**config.mk**
```make
export PLATFORM = sky130hd
export DESIGN_NAME = bnn_conv_layer_param
export DESIGN_NICKNAME = d
export VERILOG_FILES = /design/src/rtl/bnn_conv_layer_param_pkg.sv /design/src/rtl/bnn_conv_layer_param_window_buffer.sv /design/src/rtl/bnn_conv_layer_param.sv
export SDC_FILE = /design/constraint.sdc
export NUM_CORES = 2
export LEC_CHECK = 0
export CORE_AREA = 2 2 431 433
export CTS_CLUSTER_DIAMETER = 50
export DETAILED_ROUTE_END_ITERATION = 8
export DIE_AREA = 0 0 433 435
export GPL_TIMING_DRIVEN = 0
export PLACE_DENSITY = 0.71
export RECOVER_POWER = 50
export SLEW_MARGIN = 20
export SYNTH_ARGS = -nofsm -noshare
export SYNTH_HDL_FRONTEND = slang
export SYNTH_SLANG_ARGS = --single-unit
```
**constraint.sdc**
```tcl
create_clock -name clk -period 25.3 [get_ports clk]
set_clock_uncertainty 0.2 [all_clocks]
set_input_delay 3.795 -clock clk [delete_from_list [all_inputs] [get_ports clk]]
set_output_delay 3.795 -clock clk [all_outputs]
set_load 0.01 [all_outputs]
```
**src/rtl/bnn_conv_layer_param_pkg.sv**
```systemverilog
`default_nettype none
// ------------------------------------------------------------------
// bnn_conv_layer_param_pkg: sizing helpers and stage-1 flag type
// shared by the BNN convolution layer and its window buffer.
// Rev 1.0
// ------------------------------------------------------------------
package bnn_conv_layer_param_pkg;

  localparam int DEF_IMG_W = 13;
  localparam int DEF_IMG_H = 13;
  localparam int DEF_C_IN  = 8;
  localparam int DEF_C_OUT = 16;
  localparam int DEF_K     = 3;

  typedef struct packed {
    logic valid;
    logic last;
  } s1_flags_t;

  // Popcount range is 0..N, thresholds go up to N+1.
  function automatic int bnn_pcw(input int n);
    return $clog2(n + 2);
  endfunction

  function automatic int bnn_out_dim(input int img, input int k);
    return img - k + 1;
  endfunction

  function automatic int bnn_maj_th(input int n);
    return n / 2 + 1;
  endfunction

  function automatic int bnn_idx_w(input int n);
    return (n > 1) ? $clog2(n) : 1;
  endfunction

endpackage
`default_nettype wire

```
**src/rtl/bnn_conv_layer_param_window_buffer.sv**
```systemverilog
`default_nettype none
// ------------------------------------------------------------------
// bnn_conv_layer_param_window_buffer: raster counters, K-1 line buffers
// and KxK shift window; flags complete windows one edge after the pixel.
// Rev 1.0
// ------------------------------------------------------------------
module bnn_conv_layer_param_window_buffer
  import bnn_conv_layer_param_pkg::*;
#(
  parameter  int IMG_W = DEF_IMG_W,
  parameter  int IMG_H = DEF_IMG_H,
  parameter  int C_IN  = DEF_C_IN,
  parameter  int K     = DEF_K,
  localparam int N     = K * K * C_IN
) (
  input  logic            clk,
  input  logic            rst_n,
  input  logic            valid_in,
  input  logic [C_IN-1:0] pixel_in,
  output logic [N-1:0]    win_o,
  output s1_flags_t       s1_o
);

  localparam int CW = bnn_idx_w(IMG_W);
  localparam int RW = bnn_idx_w(IMG_H);

  logic [CW-1:0]   col_q, col_d;
  logic [RW-1:0]   row_q, row_d;
  s1_flags_t       s1_q, s1_d;
  logic            col_end, row_end, complete;

  logic [C_IN-1:0] lb_q   [K-1][IMG_W];
  logic [C_IN-1:0] win_q  [K][K];
  logic [C_IN-1:0] newcol [K];

  assign col_end  = (col_q == CW'(IMG_W - 1));
  assign row_end  = (row_q == RW'(IMG_H - 1));
  assign complete = (row_q >= RW'(K - 1)) && (col_q >= CW'(K - 1));

  always_comb begin
    col_d = col_q;
    row_d = row_q;
    s1_d  = '0;
    if (valid_in) begin
      s1_d.valid = complete;
      s1_d.last  = col_end && row_end;
      if (col_end) begin
        col_d = '0;
        row_d = row_end ? '0 : row_q + RW'(1);
      end else begin
        col_d = col_q + CW'(1);
      end
    end
  end

  // Column entering the window: oldest buffered row first, live pixel last.
  always_comb begin
    for (int r = 0; r < K - 1; r++) begin
      newcol[r] = lb_q[K-2-r][col_q];
    end
    newcol[K-1] = pixel_in;
  end

  always_ff @(posedge clk) begin
    if (!rst_n) begin
      col_q <= '0;
      row_q <= '0;
      s1_q  <= '0;
    end else begin
      col_q <= col_d;
      row_q <= row_d;
      s1_q  <= s1_d;
    end
  end

  // Storage is never reset; row/col gating keeps stale contents out of results.
  always_ff @(posedge clk) begin
    if (valid_in) begin
      lb_q[0][col_q] <= pixel_in;
      for (int j = 1; j < K - 1; j++) begin
        lb_q[j][col_q] <= lb_q[j-1][col_q];
      end
      for (int r = 0; r < K; r++) begin
        for (int c = 0; c < K - 1; c++) begin
          win_q[r][c] <= win_q[r][c+1];
        end
        win_q[r][K-1] <= newcol[r];
      end
    end
  end

  always_comb begin
    win_o = '0;
    for (int r = 0; r < K; r++) begin
      for (int c = 0; c < K; c++) begin
        win_o[(r*K + c)*C_IN +: C_IN] = win_q[r][c];
      end
    end
  end

  assign s1_o = s1_q;

endmodule
`default_nettype wire

```
**src/rtl/bnn_conv_layer_param.sv**
```systemverilog
`default_nettype none
// ------------------------------------------------------------------
// bnn_conv_layer_param: streaming KxK binary convolution, C_OUT
// XNOR-popcount-threshold lanes with run-time loadable weights.
// Rev 1.0
// ------------------------------------------------------------------
module bnn_conv_layer_param
  import bnn_conv_layer_param_pkg::*;
#(
  parameter  int IMG_W = DEF_IMG_W,
  parameter  int IMG_H = DEF_IMG_H,
  parameter  int C_IN  = DEF_C_IN,
  parameter  int C_OUT = DEF_C_OUT,
  parameter  int K     = DEF_K,
  localparam int N     = K * K * C_IN,
  localparam int PCW   = bnn_pcw(N),
  localparam int CHW   = bnn_idx_w(C_OUT)
) (
  input  logic             clk,
  input  logic             rst_n,
  input  logic             valid_in,
  input  logic [C_IN-1:0]  pixel_in,
  input  logic             wt_we,
  input  logic [CHW-1:0]   wt_ch,
  input  logic [N-1:0]     wt_data,
  input  logic [PCW-1:0]   th_data,
  output logic [C_OUT-1:0] pixel_out,
  output logic             valid_out,
  output logic             last_out
);

  logic [N-1:0]     win;
  s1_flags_t        s1;
  logic             wr_en;
  logic [C_OUT-1:0] hit_d;
  logic [C_OUT-1:0] pixel_out_q;
  logic             valid_out_q, last_out_q;

  logic [N-1:0]     wt_q [C_OUT];
  logic [PCW-1:0]   th_q [C_OUT];

  bnn_conv_layer_param_window_buffer #(
    .IMG_W (IMG_W),
    .IMG_H (IMG_H),
    .C_IN  (C_IN),
    .K     (K)
  ) u_window (
    .clk      (clk),
    .rst_n    (rst_n),
    .valid_in (valid_in),
    .pixel_in (pixel_in),
    .win_o    (win),
    .s1_o     (s1)
  );

  assign wr_en = wt_we && (32'(wt_ch) < 32'(C_OUT));

  // Lanes read wt_q/th_q before this edge's write lands.
  always_ff @(posedge clk) begin
    if (!rst_n) begin
      for (int c = 0; c < C_OUT; c++) begin
        wt_q[c] <= '1;
        th_q[c] <= PCW'(bnn_maj_th(N));
      end
    end else if (wr_en) begin
      wt_q[wt_ch] <= wt_data;
      th_q[wt_ch] <= th_data;
    end
  end

  for (genvar c = 0; c < C_OUT; c++) begin : g_lane
    logic [N-1:0]   match;
    logic [PCW-1:0] pc;

    assign match = ~(win ^ wt_q[c]);

    always_comb begin
      pc = '0;
      for (int i = 0; i < N; i++) begin
        pc = pc + PCW'(match[i]);
      end
    end

    assign hit_d[c] = (pc >= th_q[c]);
  end

  always_ff @(posedge clk) begin
    if (!rst_n) begin
      pixel_out_q <= '0;
      valid_out_q <= 1'b0;
      last_out_q  <= 1'b0;
    end else begin
      valid_out_q <= s1.valid;
      last_out_q  <= s1.last;
      if (s1.valid) begin
        pixel_out_q <= hit_d;
      end
    end
  end

  assign pixel_out = pixel_out_q;
  assign valid_out = valid_out_q;
  assign last_out  = last_out_q;

endmodule
`default_nettype wire

```
==> results by group <==
Outcome
  • Outcome: complete, but fails checks
  • Failing checks: capacitance limit, slew limit

Clock tree
  • H-tree Lvls: 4
  • Clk sinks: 1,572
  • Number of buffers created by CTS: 193
  • CTS tree: done
  • Deepest clock path buffer count: 3
  • Clk_lat worst skew: 0.87 ns
  • Clk slew on worst S/H paths: 0.06 ns
  • Postcts setup bufs: 0
  • Post-cts sizing count: 0
  • CTS Root Cell: clkbuf_16
  • # hold bufs at CTS: 0

GRT
  • M3 GR Usage: 0.0476
  • GRT Max-Usage Layer: met2
  • GR Layer Usage met2: 0.547
  • Initial antenna violation count: 13
  • Met1 Resource Use GR: 0.434
  • Total grt overflow: 0
  • Vias in the first global route: 63,200
  • Pin count of the biggest net entering global routing: 60
  • GRT Util Overall: 0.335
  • First-pass GRT wire length: 438 mm

Floorplanning
  • Die area: 0.188 mm^2
  • Row Count: 158
  • Overall die width: 433 um
  • Starting Density: 0.547
  • I/O pin total: 113
  • Core box area: 0.184 mm^2
  • Chip Height: 435 um

Placement
  • Placer Congestion: 0.959
  • Post-DP Area: 0.106 mm^2
  • DPL Wire Length: 256 mm
  • Number of port buffers: 109

Cells and area
  • Util after Layout: 0.611
  • Share of cells above drive strength 1: 0.0802
  • Design area: 0.112 mm^2
  • Area Growth Syn to Fin: 11.7%
  • Layout Nets: 9,644

Synth
  • Synth top area share: 0.461
  • Unique masters post-synth: 45
  • Synth Flop Type: edfxtp_1
  • Ys async rst share: 0
  • Seq cells post-synth: 1,572
  • Synth area leaders: edfxtp_1 (46%), fa_1 (19%), xor2_1 (5.8%)
  • Synth Instances: 7,837
  • Post-synth top area cell: edfxtp_1
  • EDFF count, synth: 1,544
  • Mapped Area: 0.101 mm^2
  • Synth Net Count: 9,299
  • Synth warn: 0
  • Seq/Total Area, Yosys: 0.466
  • Avg Cell Area, Syn: 12.8 um^2

Setup path
  • Worst EP arrival: 9.94 ns
  • Crit path launch type: flop
  • Kind of critical path: reg -> reg
  • CP Capture Type: flop
  • Reg-to-reg setup timing slack: 15.83 ns
  • WP data required: 25.77 ns
  • CP max FO: 10

Timing
  • Final hold violations: 0
  • Slew @ Worst Pin: 4.01 ns
  • Smallest hold slack: 0.233 ns
  • RSZ-0062 raised after global routing: no
  • Final Slew Violations: 129
  • Fmax: 106 MHz
  • Final period util: 0.374
  • Max transition margin: -1.67
  • Minimum clock period: 9.47 ns
  • Setup TNS: 0 ns
  • Final setup fails: 0

Routing
  • DR vias: 61,800
  • Routed WL per cell: 28.8 um
  • Pre-antenna DRT Iters: 9
  • ANT nets after route: 0
  • Initial DRC count: 7,141
  • Routed vias/inst: 5.70
  • Post-Route WL: 312 mm
  • Residual DRC: 0

Hold path
  • Hold Path Class: reg -> reg

Job
  • Max cap viols: 4
-- cells by family after synthesis --
logic type,synth area share
buffers and inverters,0.0682
and+or+nand+nor,0.0897
muxes,0.00965
DFF,0.466
xor gates and xnor gates,0.106
AOI/OAI and AO/OA,0.0169
adders and majority gates,0.243
-- cell type report --
cell class	instances	area (um^2)
Clock buffer	219	4960
Inverter	1288	4830
Fill cell	14300	71700
Sequential cell	1572	46900
Timing Repair Buffer	150	2140
Buffer	500	2010
Clock inverter	139	1420
Antenna cell	22	55.1
Multi-Input combinational cell	4477	46900
Tap cell	2480	3100
-- placed cells by master, fill, tap and decap left out, types with 10 or more instances in the layout --
master,instances
a21o_1,32
clkinv_1,31
nor2_1,68
nand2b_1,86
xor2_1,662
clkinv_2,31
nor3_1,43
o21ai_4,10
and3_1,17
edfxtp_1,1544
or2_2,224
inv_6,13
inv_1,1288
clkbuf_2,10
mux2i_1,97
o22ai_1,32
buf_2,75
nand4_1,10
buf_16,38
nand2_1,82
o211ai_1,21
bufinv_16,14
o21ai_0,70
xnor2_1,557
fa_1,976
diode_2,22
ha_1,391
clkbuf_1,427
clkbuf_16,193
buf_1,11
dfxtp_1,28
clkinvlp_4,18
or4_1,16
nor2b_1,26
clkinv_4,17
dlygate4sd3_1,27
or3_1,902
clkdlybuf4s50_1,81
a21oi_1,93
-- sequential cells by signal (all words and copies together), names as in the netlist --
signal	flops
u_window.row_q	4
valid_out	1
u_window.s1_o	2
th_q	112
u_window.col_q	4
u_window.win_q	72
wt_q	1152
u_window.lb_q	208
pixel_out	16
last_out	1
-- path summary, 6_finish.rpt --
path | startpoint | to | depth (start not counted)
worst min-delay path | u_window.s1_o[0] | last_out | 1
worst min register to register | u_window.s1_o[0] | last_out | 1
worst max register to register | u_window.win_q[2][3] | pixel_out[5] | 26
worst max-delay path | u_window.win_q[2][3] | pixel_out[5] | 26
-- synthesized netlist by cell type, types with 2 or more instances --
master    count
edfxtp_1   1544
inv_1      1288
fa_1        976
or3_1       902
xor2_1      662
xnor2_1     557
clkbuf_1    391
ha_1        391
or2_2       225
mux2i_1      97
a21oi_1      93
nand2b_1     87
nand2_1      85
buf_2        83
o21ai_0      80
nor2_1       68
nor3_1       42
a21o_1       32
o22ai_1      32
dfxtp_1      28
nor2b_1      26
o211ai_1     21
buf_1        19
and3_1       17
or4_1        16
nand4_1      10
a31oi_1       9
nand3_1       8
a41oi_1       7
nor4_1        7
buf_6         5
nor3b_1       5
o2111a_1      4
o31ai_1       4
and2_1        3
o21a_1        3
buf_4         2
-- per-stage QoR --
step / worst slack (ns) / cells
3_5_place_dp: 16.01 / 10500
4_1_cts: 15.98 / 10800
3_3_place_gp: 8.20 / 10400
5_1_grt: 15.66 / 10800
2_1_floorplan: 14.19 / 7837
6_report: 15.83 / 10800
-- layer usage --
layer,vias to the layer above,wire (um)
li1,26300,-
met1,31900,117000
met2,3020,150000
met3,583,25600
met4,2,19800
met5,-,8
-- critical path: stages, from the launching register on --
cell and delay [ns]:
edfxtp_1 0.66, clkbuf_1 0.68, buf_1 0.88, xor2_1 0.22
fa_1 0.57, fa_1 0.52, inv_1 0.05, fa_1 0.53
inv_1 0.06, fa_1 0.73, fa_1 0.51, fa_1 0.62
fa_1 0.46, fa_1 0.43, inv_1 0.07, ha_1 0.16
inv_1 0.07, fa_1 0.46, inv_1 0.07, a21o_1 0.10
a21oi_1 0.09, xnor2_1 0.27, ha_1 0.32, a21oi_1 0.13
nor2b_1 0.06, o21ai_0 0.16, a41oi_1 0.14
Power is not shown: default switching activity piles up to over one toggle a cycle in this logic, so the estimate is an artifact.
==> patch, RTL diff (same settings) <==
`DEF_C_IN`: 8 -> 9.
--- a/src/rtl/bnn_conv_layer_param_pkg.sv
+++ b/src/rtl/bnn_conv_layer_param_pkg.sv
@@ -8,7 +8,7 @@
 
   localparam int DEF_IMG_W = 13;
   localparam int DEF_IMG_H = 13;
-  localparam int DEF_C_IN  = 8;
+  localparam int DEF_C_IN  = 9;
   localparam int DEF_C_OUT = 16;
   localparam int DEF_K     = 3;
 
Ports: changed (resized pixel_in and wt_data); port bits go from 113 to 123. No check against the original RTL was run, so the function may have changed too.
==> patch against the unedited design <==
  * The flow still finishes with violations (capacitance limit, slew limit)
  * Sequential cell count up 179
  * Non-clock buffer count up 83
  * Sequential share of layout area up 0.35 points
  * Die area unchanged
  * Via count up 9.9%
  * Routed wire length up 15%
  * Design area up 11%
  * Synthesized area up 10%
  * Hold slack about the same
  * First-iteration DRC count up 25%
  * Setup slack worse by 1.4 ns
  * Highest routed layer unchanged
Power is left out: the tool's default activity adds up to more than one toggle a clock period on the data nets, which glitch-free logic cannot reach.
==> patch: results (changes against the unedited design) <==
* Status: finished, violations left (unchanged)
* Violated checks: capacitance limit, slew limit (unchanged)
* Hpwl dp at 291000 µm (was 256000 µm)
* Worst flop-to-flop path endpoint: pixel_out[0] (was pixel_out[5])
* # Max-Cap Violations at 10 (was 4)
* Final slew viol count at 275 (was 129)
* Plain + repair buffers at 733 (was 650)
* Clock buffers and inverters, area share at 0.0600 (was 0.0567)
* Worst slew pin tran at 4.49 ns (was 4.01 ns)
* Post-Synth XOR/XNOR Area at 0.107 (was 0.106)
* HP Start: u_window.win_q[0][16] (was u_window.s1_o[0])
* Ant diodes at 17 (was 22)
* Crit-path slowest cell: clkbuf_1 (was buf_1)
* IO Port Bufs at 122 (was 109)
* Slowest stage delay, CP at 1.97 ns (was 0.88 ns)
* Multi-input gate area at 51700 µm² (was 46900 µm²)
* First-pass detailed-route iteration total at 5 (was 9)
* Worst R2R Start: u_window.win_q[1][0] (was u_window.win_q[2][3])
* Complex-gate fraction of the synthesized area at 0.0157 (was 0.0169)
* Fraction of layout cells with a size suffix above 1 at 0.0740 (was 0.0802)
* WP data arrival at 11.29 ns (was 9.94 ns)
* Hold Path End: u_window.win_q[0][25] (was last_out)
* FFs & Latches at 1751 (was 1572)
* Cell variety after synth at 43 (was 45)
* Nets at 10500 (was 9644)
* Tot GR Track Use at 0.389 (was 0.335)
* Number of multi-input logic gates at 4900 (was 4477)
* Largest registers: wt_q (1296), u_window.lb_q (234), th_q (112) (was wt_q (1152), u_window.lb_q (208), th_q (112))
* Non-filler cells, final at 11600 (was 10800)
* Commonest cells in the netlist: edfxtp_1 (1723), inv_1 (1315), fa_1 (1120), or3_1 (1012), xor2_1 (769) (was edfxtp_1 (1544), inv_1 (1288), fa_1 (976), or3_1 (902), xor2_1 (662))
* Final Wtd Congestion at 0.992 (was 0.959)
* Total Wirelength at 360000 µm (was 312000 µm)
* Seq/Total Area, Yosys at 0.471 (was 0.466)
* Largest net degree at the start of global routing at 68 (was 60)
* Clock latency on the worst-skew pair at 0.90 ns (was 0.87 ns)
* Seq area share at 0.421 (was 0.418)
* Signal buffers share of area at 0.0372 (was 0.0369)
* Detailed Route Iter0 Violations at 8896 (was 7141)
* Initial antenna violation count at 24 (was 13)
* First-pass GRT wire length at 504000 µm (was 438000 µm)
* Syn_nets at 10100 (was 9299)
* Post-synthesis mux area share at 0.00983 (was 0.00965)
* Inverters, non-clock at 1316 (was 1288)
* Worst Path Max Fanout at 23 (was 10)
* Largest cells by area after synthesis: edfxtp_1 (47%), fa_1 (20%), xor2_1 (6.1%), or3_1 (5.7%), xnor2_1 (4.7%) (was edfxtp_1 (46%), fa_1 (19%), xor2_1 (5.8%), or3_1 (5.6%), ha_1 (4.9%))
* Post-CTS Setup Repair Bufs at 0 (unchanged)
* Fill count at 13400 (was 14300)
* Number of cells after detailed placement at 11200 (was 10500)
* Post-Synth Adder-Cell Area at 0.243 (about the same)
* Vias in the first global route at 67800 (was 63200)
* Clk_buf instances at 244 (was 219)
* Post-synth EDFFs at 1723 (was 1544)
* Vias/cell at 5.86 (was 5.70)
* WHS Path Cells at 0 (was 1)
-- patch: cell count changes in the layout (fill, tap and decap cells not counted), moves of 12 or more --
cell	before	now
buf_1	11	25
buf_2	75	7
bufinv_16	14	30
clkbuf_1	427	536
clkbuf_16	193	211
edfxtp_1	1544	1723
fa_1	976	1120
ha_1	391	359
inv_1	1288	1315
mux2i_1	97	109
or2_2	224	241
or3_1	902	1012
xnor2_1	557	593
xor2_1	662	769
-- patch: critical path, delay by kind of cell --
kind	cells	cell delay, ns
AOI/OAI and AO/OA	1	1.06
buffers and inverters	9	5.20
and+or+nand+nor	1	1.15
-- patch: metrics by stage --
step / instance area, µm² / setup slack, ns / util
floorplan: 111000 / 13.57 / -
global route: 124000 / 14.20 / 0.675
global placement: 115000 / 6.67 / 0.626
detailed placement: 117000 / 15.69 / 0.635
finish: 124000 / 14.40 / 0.675
CTS: 124000 / 15.66 / 0.676
-- patch: how the worst max path moves through the flow --
stage                         start           end  slack [ns]  cells after the start
6_report                      rst_n  wt_q[13][51]       14.40                     11
5_1_grt                       rst_n   wt_q[0][65]       14.20                      5
4_1_cts        u_window.win_q[2][9]  pixel_out[9]       15.66                     25
3_5_place_dp   u_window.win_q[2][9]  pixel_out[9]       15.69                     25
3_3_place_gp                  rst_n  wt_q[15][63]        6.67                      7
2_1_floorplan              wt_ch[0]   th_q[12][0]       13.57                      5
-- patch: routing by layer --
layer  wire (µm)  GRT usage
met1      144000      0.563
met2      159000      0.575
met3       41500     0.0935
met4       15600      0.144
met5          52          0
-- patch: cell families after synthesis --
logic type	count (synthesis)
adders and majority gates	1479
muxes	109
and+or+nand+nor	1656
xor gates and xnor gates	1362
AOI/OAI and AO/OA	294
buffers and inverters	1873
DFF	1751
